### src/rtl/esdi_read_task_scheduler_if.sv
// Request, task and status channels of the ESDI read task scheduler.
// The master modport is the scheduler; the slave modport is the host / timing-block side.
interface esdi_read_task_scheduler_if #(
    parameter int SECTOR_W = 16
);
    logic                req_valid;
    logic                req_ready;
    logic [SECTOR_W-1:0] req_start;
    logic [SECTOR_W-1:0] req_count;
    logic                task_valid;
    logic                task_ready;
    logic [SECTOR_W-1:0] task_sector;
    logic                task_done;
    logic                task_flush;
    logic                status_valid;
    logic                status_ready;
    logic [1:0]          status_code;
    logic [SECTOR_W-1:0] status_completed;

    modport master (
        input  req_valid, req_start, req_count, task_ready, task_done, status_ready,
        output req_ready, task_valid, task_sector, task_flush,
               status_valid, status_code, status_completed
    );

    modport slave (
        output req_valid, req_start, req_count, task_ready, task_done, status_ready,
        input  req_ready, task_valid, task_sector, task_flush,
               status_valid, status_code, status_completed
    );
endinterface

### src/rtl/esdi_read_task_scheduler.sv
// ESDI read task scheduler: turns one (start, count) request into per-sector
// tasks for the read-gate timing block, bounded by a credit window, with
// revolution-based stall detection and one status word per request.
// Optional build macro ESDI_SCHED_INTERLEAVE_EN adds a 4-bit interleave input
// that sets the sector step (0 behaves as 1).
module esdi_read_task_scheduler #(
    parameter int SECTOR_W        = 16,
    parameter int MAX_OUTSTANDING = 4,
    parameter int REV_LIMIT       = 3
) (
    input  logic                        clk,
    input  logic                        reset,
    input  logic                        enable,
    input  logic [SECTOR_W-1:0]         sectors_per_track,
`ifdef ESDI_SCHED_INTERLEAVE_EN
    input  logic [3:0]                  interleave,
`endif
    input  logic                        index_pulse,
    esdi_read_task_scheduler_if.master  bus,
    output logic                        busy,
    output logic [7:0]                  outstanding
);
    typedef enum logic [1:0] {IDLE, ISSUE, STATUS} state_t;

    localparam logic [SECTOR_W-1:0] MAX_OUT_C   = SECTOR_W'(MAX_OUTSTANDING);
    localparam logic [SECTOR_W-1:0] REV_LIMIT_C = SECTOR_W'(REV_LIMIT);

    state_t              state_q, state_d;
    logic [1:0]          code_q, code_d;
    logic                flush_q, flush_d;
    logic [SECTOR_W-1:0] count_q, issued_q, completed_q, rev_q, sector_q, outstanding_q;
    logic [SECTOR_W-1:0] step_in, step_cur;
    logic [SECTOR_W:0]   sector_sum, spt_ext;
    logic [SECTOR_W-1:0] sector_adv;
    logic                accept, task_fire, done_eff, timeout_hit, all_done, bad_req;

`ifdef ESDI_SCHED_INTERLEAVE_EN
    logic [SECTOR_W-1:0] step_q;
    assign step_in  = (interleave == 4'd0) ? SECTOR_W'(1) : SECTOR_W'(interleave);
    assign step_cur = step_q;
    assign bad_req  = (bus.req_start >= sectors_per_track) || (sectors_per_track == '0) ||
                      (step_in >= sectors_per_track);
`else
    assign step_in  = SECTOR_W'(1);
    assign step_cur = step_in;
    assign bad_req  = (bus.req_start >= sectors_per_track) || (sectors_per_track == '0);
`endif

    assign accept      = bus.req_valid && bus.req_ready;
    assign task_fire   = bus.task_valid && bus.task_ready;
    assign done_eff    = bus.task_done && (state_q == ISSUE) && (outstanding_q != '0);
    assign timeout_hit = (state_q == ISSUE) && index_pulse && !done_eff &&
                         ((rev_q + SECTOR_W'(1)) >= REV_LIMIT_C);
    assign all_done    = done_eff && ((completed_q + SECTOR_W'(1)) == count_q);

    // single-subtract modulo keeps the next sector inside the track
    assign spt_ext    = {1'b0, sectors_per_track};
    assign sector_sum = {1'b0, sector_q} + {1'b0, step_cur};
    assign sector_adv = (sector_sum >= spt_ext) ? SECTOR_W'(sector_sum - spt_ext)
                                                : sector_sum[SECTOR_W-1:0];

    assign bus.req_ready        = (state_q == IDLE) && enable;
    assign bus.task_valid       = (state_q == ISSUE) && (issued_q < count_q) &&
                                  (outstanding_q < MAX_OUT_C) && !timeout_hit;
    assign bus.task_sector      = sector_q;
    assign bus.task_flush       = flush_q;
    assign bus.status_valid     = (state_q == STATUS);
    assign bus.status_code      = code_q;
    assign bus.status_completed = completed_q;
    assign busy                 = (state_q != IDLE);
    assign outstanding          = 8'(outstanding_q);

    // state, status code and flush pulse register
    always_ff @(posedge clk) begin
        if (reset) begin
            state_q <= IDLE;
            code_q  <= 2'd0;
            flush_q <= 1'b0;
        end else begin
            state_q <= state_d;
            code_q  <= code_d;
            flush_q <= flush_d;
        end
    end

    // next-state decode; abort beats completion, completion beats timeout
    always_comb begin
        state_d = state_q;
        code_d  = code_q;
        flush_d = 1'b0;
        case (state_q)
            IDLE: begin
                if (accept) begin
                    if (bus.req_count == '0) begin
                        state_d = STATUS;
                        code_d  = 2'd0;
                    end else if (bad_req) begin
                        state_d = STATUS;
                        code_d  = 2'd1;
                    end else begin
                        state_d = ISSUE;
                    end
                end
            end
            ISSUE: begin
                if (!enable) begin
                    state_d = STATUS;
                    code_d  = 2'd3;
                    flush_d = 1'b1;
                end else if (all_done) begin
                    state_d = STATUS;
                    code_d  = 2'd0;
                end else if (timeout_hit) begin
                    state_d = STATUS;
                    code_d  = 2'd2;
                    flush_d = 1'b1;
                end
            end
            STATUS: begin
                if (bus.status_ready) begin
                    state_d = IDLE;
                end
            end
            default: state_d = IDLE;
        endcase
    end

    // request latching, sector advance and issue/completion/revolution counters
    always_ff @(posedge clk) begin
        if (reset) begin
            count_q       <= '0;
            issued_q      <= '0;
            completed_q   <= '0;
            rev_q         <= '0;
            sector_q      <= '0;
            outstanding_q <= '0;
`ifdef ESDI_SCHED_INTERLEAVE_EN
            step_q        <= '0;
`endif
        end else if (state_q == IDLE) begin
            if (accept) begin
                count_q     <= bus.req_count;
                sector_q    <= bus.req_start;
                issued_q    <= '0;
                completed_q <= '0;
                rev_q       <= '0;
`ifdef ESDI_SCHED_INTERLEAVE_EN
                step_q      <= step_in;
`endif
            end
        end else if (state_q == ISSUE) begin
            if (task_fire) begin
                issued_q <= issued_q + SECTOR_W'(1);
                sector_q <= sector_adv;
            end
            if (done_eff) begin
                completed_q <= completed_q + SECTOR_W'(1);
                rev_q       <= '0;
            end else if (index_pulse) begin
                rev_q <= rev_q + SECTOR_W'(1);
            end
            if (flush_d) begin
                outstanding_q <= '0;
            end else if (task_fire && !done_eff) begin
                outstanding_q <= outstanding_q + SECTOR_W'(1);
            end else if (!task_fire && done_eff) begin
                outstanding_q <= outstanding_q - SECTOR_W'(1);
            end
        end
    end
endmodule

### src/flat_wrapper.sv
// flat-port wrapper written by rule: the top's interface ports become plain ports
module esdi_read_task_scheduler_flat 
#(
    parameter int SECTOR_W        = 16,
    parameter int MAX_OUTSTANDING = 4,
    parameter int REV_LIMIT       = 3
)
  (clk, reset, enable, sectors_per_track, index_pulse, busy, outstanding, bus_req_valid, bus_req_start, bus_req_count, bus_task_ready, bus_task_done, bus_status_ready, bus_req_ready, bus_task_valid, bus_task_sector, bus_task_flush, bus_status_valid, bus_status_code, bus_status_completed);
  esdi_read_task_scheduler_if #(.SECTOR_W(SECTOR_W)) bus_i ();
  input  logic clk;
  input  logic reset;
  input  logic enable;
  input  logic [SECTOR_W-1:0] sectors_per_track;
  input  logic index_pulse;
  output logic busy;
  output logic [7:0] outstanding;
  input wire logic [$bits(bus_i.req_valid)-1:0] bus_req_valid;
  input wire logic [$bits(bus_i.req_start)-1:0] bus_req_start;
  input wire logic [$bits(bus_i.req_count)-1:0] bus_req_count;
  input wire logic [$bits(bus_i.task_ready)-1:0] bus_task_ready;
  input wire logic [$bits(bus_i.task_done)-1:0] bus_task_done;
  input wire logic [$bits(bus_i.status_ready)-1:0] bus_status_ready;
  output wire logic [$bits(bus_i.req_ready)-1:0] bus_req_ready;
  output wire logic [$bits(bus_i.task_valid)-1:0] bus_task_valid;
  output wire logic [$bits(bus_i.task_sector)-1:0] bus_task_sector;
  output wire logic [$bits(bus_i.task_flush)-1:0] bus_task_flush;
  output wire logic [$bits(bus_i.status_valid)-1:0] bus_status_valid;
  output wire logic [$bits(bus_i.status_code)-1:0] bus_status_code;
  output wire logic [$bits(bus_i.status_completed)-1:0] bus_status_completed;
  assign bus_i.req_valid = bus_req_valid;
  assign bus_i.req_start = bus_req_start;
  assign bus_i.req_count = bus_req_count;
  assign bus_i.task_ready = bus_task_ready;
  assign bus_i.task_done = bus_task_done;
  assign bus_i.status_ready = bus_status_ready;
  assign bus_req_ready = bus_i.req_ready;
  assign bus_task_valid = bus_i.task_valid;
  assign bus_task_sector = bus_i.task_sector;
  assign bus_task_flush = bus_i.task_flush;
  assign bus_status_valid = bus_i.status_valid;
  assign bus_status_code = bus_i.status_code;
  assign bus_status_completed = bus_i.status_completed;
  esdi_read_task_scheduler #(.SECTOR_W(SECTOR_W), .MAX_OUTSTANDING(MAX_OUTSTANDING), .REV_LIMIT(REV_LIMIT)) u_core (.clk(clk), .reset(reset), .enable(enable), .sectors_per_track(sectors_per_track), .index_pulse(index_pulse), .bus(bus_i), .busy(busy), .outstanding(outstanding));
endmodule
### config.mk
export PLATFORM = sky130hd
export DESIGN_NAME = esdi_read_task_scheduler_flat
export DESIGN_NICKNAME = d
export VERILOG_FILES = /design/src/rtl/esdi_read_task_scheduler_if.sv /design/src/rtl/esdi_read_task_scheduler.sv /design/src/flat_wrapper.sv
export SDC_FILE = /design/constraint.sdc
export NUM_CORES = 1
export LEC_CHECK = 0
export ABC_AREA = 1
export BUFFER_PORTS_ARGS = -buffer_cell sky130_fd_sc_hd__buf_4
export CORE_UTILIZATION = 51
export DETAILED_ROUTE_END_ITERATION = 8
export PLACE_DENSITY_LB_ADDON = 0.25
export REMOVE_ABC_BUFFERS = 1
export SLEW_MARGIN = 20
export SYNTH_ARGS = -nofsm -noshare
export SYNTH_HDL_FRONTEND = slang
export SYNTH_SLANG_ARGS = --single-unit
export TNS_END_PERCENT = 10
### constraint.sdc
create_clock -name clk -period 4.7 [get_ports clk]
set_clock_uncertainty 0.15 [all_clocks]
set_input_delay 0.94 -clock clk [delete_from_list [all_inputs] [get_ports clk]]
set_output_delay 0.94 -clock clk [all_outputs]
set_load 0.02 [all_outputs]
==> results.cfg, run 1 <==
[place]
port_buffers = 102
post-place-ws_ps = 120
post-dp-hpwl_um = 17900
gp_routability_congestion = 0.939

[cts]
clk_path_buf_depth = 2
cts_made_buffers = 9
clock_latency_ps = 350
h-tree-depth = 3
clock-root-buffer = clkbuf_16
cts_hold_buf = 0
cts_tree = yes
path_clk_slew_ps = 70
clock_sinks = 101

[critical_path]
cp.buffers_inverters = 4
crit_top_cell = a21oi_1
crit_path_end = u_core.outstanding_q[11]$_SDFFE_PP0P_
path_cells = inv_1 -> ha_1 -> a21oi_1 -> nor2_1 -> a211oi_2 -> a21oi_1 -> o21ai_0 -> nand4_1 -> nor3b_1 -> ha_2 -> clkinvlp_4 -> buf_12 -> buf_4 -> ha_1 -> nand2_1 -> o21ai_2 -> nand2_1 -> a31oi_1 -> nor2_1 -> or2_2 -> a21oi_1
regToRegSetupSlack_ps = 400
crit_type = reg -> reg
r2r-end = u_core.outstanding_q[11]$_SDFFE_PP0P_
reg2reg_from = u_core.count_q[5]$_SDFFE_PP0P_
path_depth = 21
worstRegToRegCells = 21
required_ps = 4820
crit_path_top_delay_cell = ha_1
path_delay_family = compound AO/OA/AOI/OAI gates
path_max_fanout = 7
startpoint = u_core.count_q[5]$_SDFFE_PP0P_
max_stage_delay_ps = 340
endpoint_kind = flop
worstPathArrival_ps = 4420
cp-start-kind = flop

[sta]
setup_viol = 0
timing.final.crit_share_pct = 91.4
hold_viol = 0
fin_setup_tns_ps = 0
worstMarginPinSlew_ps = 834
timing.final.ws_setup_ps = 403
max_freq_ghz = 0.233
finalMaxSlewViolations = 0
slew_headroom_pct = 43.9
fin_crit_ps = 4300

[floorplanning]
start_util_pct = 52.0
die-height_um = 132
core_um2 = 16500
die_x_um = 132
row_count = 47
io_pins = 103
die_area_um2 = 17400

[global_routing]
grt-ovfl-total = 0
grt_pass1_wl_um = 38400
grtUsageTotal_pct = 27.0
antenna_found_initial = 0
grt_max_degree = 56
grt_pass1_vias = 8145

[final_layout]
final_cell_mix = nand2_1 (371), nor2_1 (162), inv_1 (150), a21oi_1 (119), buf_4 (115)
final_core_util_pct = 59.5
drive_gt1_share_pct = 12.9
diodes = 0
syn_to_final_growth_pct = 14.3
final_common_cell = nand2_1
n_fill_cell = 1620
nets = 1573
multi_input_area_um2 = 5760
ff_latch_area_um2 = 2020

[logic_synthesis]
synthAdderAreaFrac_pct = 10.7
yosys_warnings = 0
synth_top_family_by_area = simple AND/OR/NAND/NOR gates
post_synth_main_area_contributors = dfxtp_1 (24%), nand2_1 (16%), ha_1 (10%)
ys_ff_latch = 101
synthCells = 1363
synth_compound_area_share_pct = 14.9
syn-cell-area_um2 = 8600
yosys.area_share.simple_pct = 36.3
synth_flop_cell = dfxtp_1
async_flop_share_pct = 0
ys_types = 47
synth_area_per_cell_um2 = 6.31
synthMuxAreaShare_pct = 0
synth_top_area_share_pct = 23.5
synth-edff-count = 0
yosysSeqAreaShare_pct = 23.5
synth_largest_area_cell = dfxtp_1
synth_xor_xnor_area_share_pct = 4.95

[routing]
firstDrtPassIters = 5
ant_nets = 0
drc = 0
vias = 8844
vias_per_cell = 5.31
wl_per_cell_um = 13.9
finalWirelength_um = 23100
drt-initial-drc-count = 589

[status]
status = complete, no violations

[flow_run]
drv_cap = 0

[min_path]
worstHoldStart = u_core.outstanding_q[14]$_SDFFE_PP0P_
hold_class = reg -> reg

[power]
leakage_nw = 4.63
ir_drop_v = 0.000244
power.density_nw_per_um2 = 402
==> report_power, final <==
| part | internal [W] | switching (W) |
|---|---|---|
| Combinational | 0.000708 | 0.00131 |
| Sequential | 0.000978 | 0.000157 |
| Clock | 0.000473 | 0.000319 |
| Total | 0.00216 | 0.00179 |
==> layer usage <==
metal  vias to the layer above  global-route usage [%]  part of all wire, %
li1                       4618                       -                    -
met3                        44                    2.04                  4.0
met2                       240                    47.7                   49
met4                         0                    12.1                  3.1
met5                         -                       0                    0
met1                      3942                    33.5                   44
==> state kept, by name, summed over array words and instances, names as in the netlist <==
| signal | cells |
|---|---|
| u_core.bus.status_code | 2 |
| u_core.bus.status_completed | 16 |
| u_core.bus.task_flush | 1 |
| u_core.bus.task_sector | 16 |
| u_core.count_q | 16 |
| u_core.issued_q | 16 |
| u_core.outstanding_q | 16 |
| u_core.rev_q | 16 |
| u_core.state_q | 2 |
==> cell families after synthesis <==
group                      after synthesis
AOI/OAI and AO/OA                      228
adders and majority gates               72
xor gates and xnor gates                47
DFF                                    101
buffers and inverters                  200
and+or+nand+nor                        715
==> what timing repair did <==
action                                  CTS  global route
setup buffers                             0             2
resized for setup                         0             7
hold endpoints to repair                  0             0
endpoints found under the setup margin    0             3
==> cells in the mapped netlist (3+ instances only) <==
library cell,number
xor2_1,30
buf_4,8
and2_1,3
nor2_1,162
a211oi_1,15
buf_6,4
a21o_1,3
nor2_2,3
buf_2,7
inv_1,151
o211ai_1,3
nand3_1,93
o21bai_1,3
nand3b_1,7
nor3_1,11
or2_2,8
a31oi_1,8
nor4_1,6
nand2_1,371
nor2_4,5
a21oi_2,10
inv_2,3
dfxtp_1,101
nand3_2,12
xnor2_1,16
clkbuf_1,24
a21oi_1,121
nand2_4,3
nand4_1,22
nand2_2,6
ha_1,70
o21ai_0,55
==> metrics by stage <==
step	instances	total power (W)	cell area, um^2	hold slack, ps
floorplan	1318	0.00250	8340	300
global placement	1652	0.00312	9470	324
detailed placement	1652	0.00315	9470	331
CTS	1665	0.00394	9780	339
global route	1667	0.00425	9830	373
finish	1667	0.00395	9830	341
==> how the worst min path moves through the flow <==
| stage | cells after the start | slack (ps) | end |
|---|---|---|---|
| 3_3_place_gp | 2 | 320 | u_core.rev_q[11]$_SDFFE_PP0P_ |
| 3_5_place_dp | 2 | 330 | u_core.outstanding_q[13]$_SDFFE_PP0P_ |
| 2_1_floorplan | 2 | 300 | u_core.count_q[13]$_SDFFE_PP0P_ |
| 4_1_cts | 2 | 340 | u_core.outstanding_q[13]$_SDFFE_PP0P_ |
| 6_report | 2 | 340 | u_core.outstanding_q[14]$_SDFFE_PP0P_ |
| 5_1_grt | 2 | 370 | u_core.rev_q[15]$_SDFFE_PP0P_ |
==> area by class of cell <==
cell class                 instances  share of cell area (%)
inverter                         155                    5.96
multi-input combinational       1062                    58.6
clock buffer                      11                    2.47
clock inverter                     2                   0.611
tap                              220                    2.80
sequential                       101                    20.6
timing repair buffer             116                    8.99
==> tightest hold or removal path: stages (launching register included) <==
cell,delay (ps)
dfxtp_1,330
nand2_1,60
a21oi_1,50
Power figures use the tool's default switching activity.
==> run 2: changes to the inputs <==
--- a/config.mk
+++ b/config.mk
@@ -8,10 +8,10 @@
 export ABC_AREA = 1
 export BUFFER_PORTS_ARGS = -buffer_cell sky130_fd_sc_hd__buf_4
 export CORE_UTILIZATION = 51
+export CTS_CLUSTER_SIZE = 24
 export DETAILED_ROUTE_END_ITERATION = 8
-export PLACE_DENSITY_LB_ADDON = 0.25
+export PLACE_DENSITY = 0.71
 export REMOVE_ABC_BUFFERS = 1
-export SLEW_MARGIN = 20
 export SYNTH_ARGS = -nofsm -noshare
 export SYNTH_HDL_FRONTEND = slang
 export SYNTH_SLANG_ARGS = --single-unit
==> run 2 against run 1 <==
Clock-buffer cell count stayed put. Sequential share of layout area hardly changed. Register-to-register slack worse by 70 ps. First-iteration DRC count is 6.3% higher. Setup slack worse by 67 ps. Largest cell class unchanged. Critical endpoint is now u_core.outstanding_q[15]$_SDFFE_PP0P_. Flip-flop and latch count stayed put. Maximum frequency is 1.5% lower. Critical path type unchanged. Sequential power hardly changed. Non-clock buffer count is 2 higher.
==> results.cfg, run 2 (synthesis results as in run 1) <==
[status]
status = complete, no violations

[final_layout]
final_common_cell = nand2_1
finalInstanceArea_um2 = 9820
n_fill_cell = 1634
ff_latch_area_um2 = 2020
syn_to_final_growth_pct = 14.2
multi_input_area_um2 = 5740
final_cell_mix = nand2_1 (371), nor2_1 (162), inv_1 (150), a21oi_1 (120), buf_4 (118)
final_core_util_pct = 59.4
nets = 1575
drive_gt1_share_pct = 12.9

[global_routing]
grt_pass1_wl_um = 38700
grt_pass1_vias = 8108
grt_util_met2_pct = 48.9
grt-ovfl-total = 0
grt_max_degree = 41
grt_use_met3_pct = 3.00
grtUsageTotal_pct = 27.4
antenna_found_initial = 1
busiest_layer = met2
met1_usage_pct = 33.3

[floorplanning]
die_x_um = 132
core_um2 = 16500
die-height_um = 132
die_area_um2 = 17400
io_pins = 103
row_count = 47
start_util_pct = 52.0

[cts]
clock-root-buffer = clkbuf_16
cts_tree = yes
path_clk_slew_ps = 70
cts_made_buffers = 9
h-tree-depth = 3
cts_hold_buf = 0
clock_latency_ps = 350
clk_path_buf_depth = 2
clock_sinks = 101

[power]
leakage_nw = 4.62
power.total_w = 0.00393
power.density_nw_per_um2 = 401
ir_drop_v = 0.000264

[place]
port_buffers = 102
post-place-ws_ps = 51.1
post-dp-hpwl_um = 18300
placed_area_um2 = 9480
gp_routability_congestion = 0.978

[routing]
finalWirelength_um = 23800
vias_per_cell = 5.35
wl_per_cell_um = 14.3
drt-initial-drc-count = 626
drc = 0
vias = 8947
firstDrtPassIters = 6
ant_nets = 0

[sta]
hold_viol = 0
setup_viol = 0
whs_ps = 345
grt_setup_unrepaired = no
max_freq_ghz = 0.229
worstMarginPinSlew_ps = 899
finalMaxSlewViolations = 0
timing.final.ws_setup_ps = 335
fin_crit_ps = 4360
timing.final.crit_share_pct = 92.9
slew_headroom_pct = 39.5

[critical_path]
regToRegSetupSlack_ps = 340
max_stage_delay_ps = 340
reg2reg_from = u_core.count_q[5]$_SDFFE_PP0P_
r2r-end = u_core.outstanding_q[15]$_SDFFE_PP0P_
path_max_fanout = 7
cp-start-kind = flop
path_delay_family = compound AO/OA/AOI/OAI gates
worstRegToRegCells = 21
crit_type = reg -> reg
cp.buffers_inverters = 4
crit_top_cell = a21oi_1
worstPathArrival_ps = 4430
crit_path_top_delay_cell = ha_1
required_ps = 4770
path_cells = inv_1 -> ha_1 -> a21oi_1 -> nor2_1 -> a211oi_1 -> a21oi_1 -> o21ai_0 -> nand4_1 -> nor3b_1 -> ha_2 -> clkinvlp_4 -> buf_4 -> buf_4 -> ha_1 -> a21oi_1 -> o21ai_0 -> a21oi_1 -> nand2_1 -> or2_2 -> nand3_1 -> a21oi_1
endpoint_kind = flop

[min_path]
hold_depth = 2
hold_class = reg -> reg
min_to = u_core.outstanding_q[14]$_SDFFE_PP0P_
worstHoldStart = u_core.outstanding_q[14]$_SDFFE_PP0P_

[flow_run]
drv_cap = 0
run 2: through the flow:
step	cells	TNS, ps
floorplan	1318	-3580
global placement	1653	0
detailed placement	1653	0
CTS	1669	0
global route	1673	0
finish	1673	0
run 2: worst max-delay path by stage:
stage,end,slack [ps],depth (start not counted),from
after floorplan,u_core.outstanding_q[11]$_SDFFE_PP0P_,-650,25,u_core.state_q[0]$_SDFFE_PP0P_
after global placement,u_core.outstanding_q[11]$_SDFFE_PP0P_,200,22,bus_task_done
after detailed placement,u_core.outstanding_q[11]$_SDFFE_PP0P_,50,22,bus_task_done
after CTS,u_core.outstanding_q[11]$_SDFFE_PP0P_,180,21,u_core.count_q[5]$_SDFFE_PP0P_
after global routing,u_core.outstanding_q[11]$_SDFFE_PP0P_,9,26,u_core.rev_q[1]$_SDFFE_PP0P_
final,u_core.outstanding_q[15]$_SDFFE_PP0P_,340,21,u_core.count_q[5]$_SDFFE_PP0P_
run 2: final cells by class:
cell class,instances,share of cell area (%)
timing repair buffer,118,9.02
tap,220,2.80
sequential,101,20.6
multi-input combinational,1062,58.5
inverter,155,5.96
clock buffer,11,2.47
clock inverter,5,0.612
antenna,1,0.0255
run 2: what timing repair did:
action                     CTS  global route
setup endpoints to repair    0             4
buffers inserted             0             3
gates resized for setup      0             4
run 2: per-layer routing:
metal  vias up  share of wire, %
met2       243                49
met5         -                 0
met3        39               4.5
li1       4614                 -
met4         0               3.1
met1      4051                43
run 2: worst register-to-register path, cell delays in order (launching register included):
cell	delay, ps
dfxtp_1	330
inv_1	70
ha_1	290
a21oi_1	160
nor2_1	60
a211oi_1	310
a21oi_1	110
o21ai_0	200
nand4_1	160
nor3b_1	230
ha_2	280
clkinvlp_4	130
buf_4	170
buf_4	160
ha_1	340
a21oi_1	290
o21ai_0	130
a21oi_1	150
nand2_1	80
or2_2	270
nand3_1	90
a21oi_1	60
run 2: power by group:
part	total [W]	internal (W)	leakage, nW	switching, W
combinational	0.00202	0.000707	3.66	0.00132
sequential	0.00114	0.000977	0.822	0.000160
clock	0.000770	0.000429	0.146	0.000341
total	0.00393	0.00211	4.62	0.00182
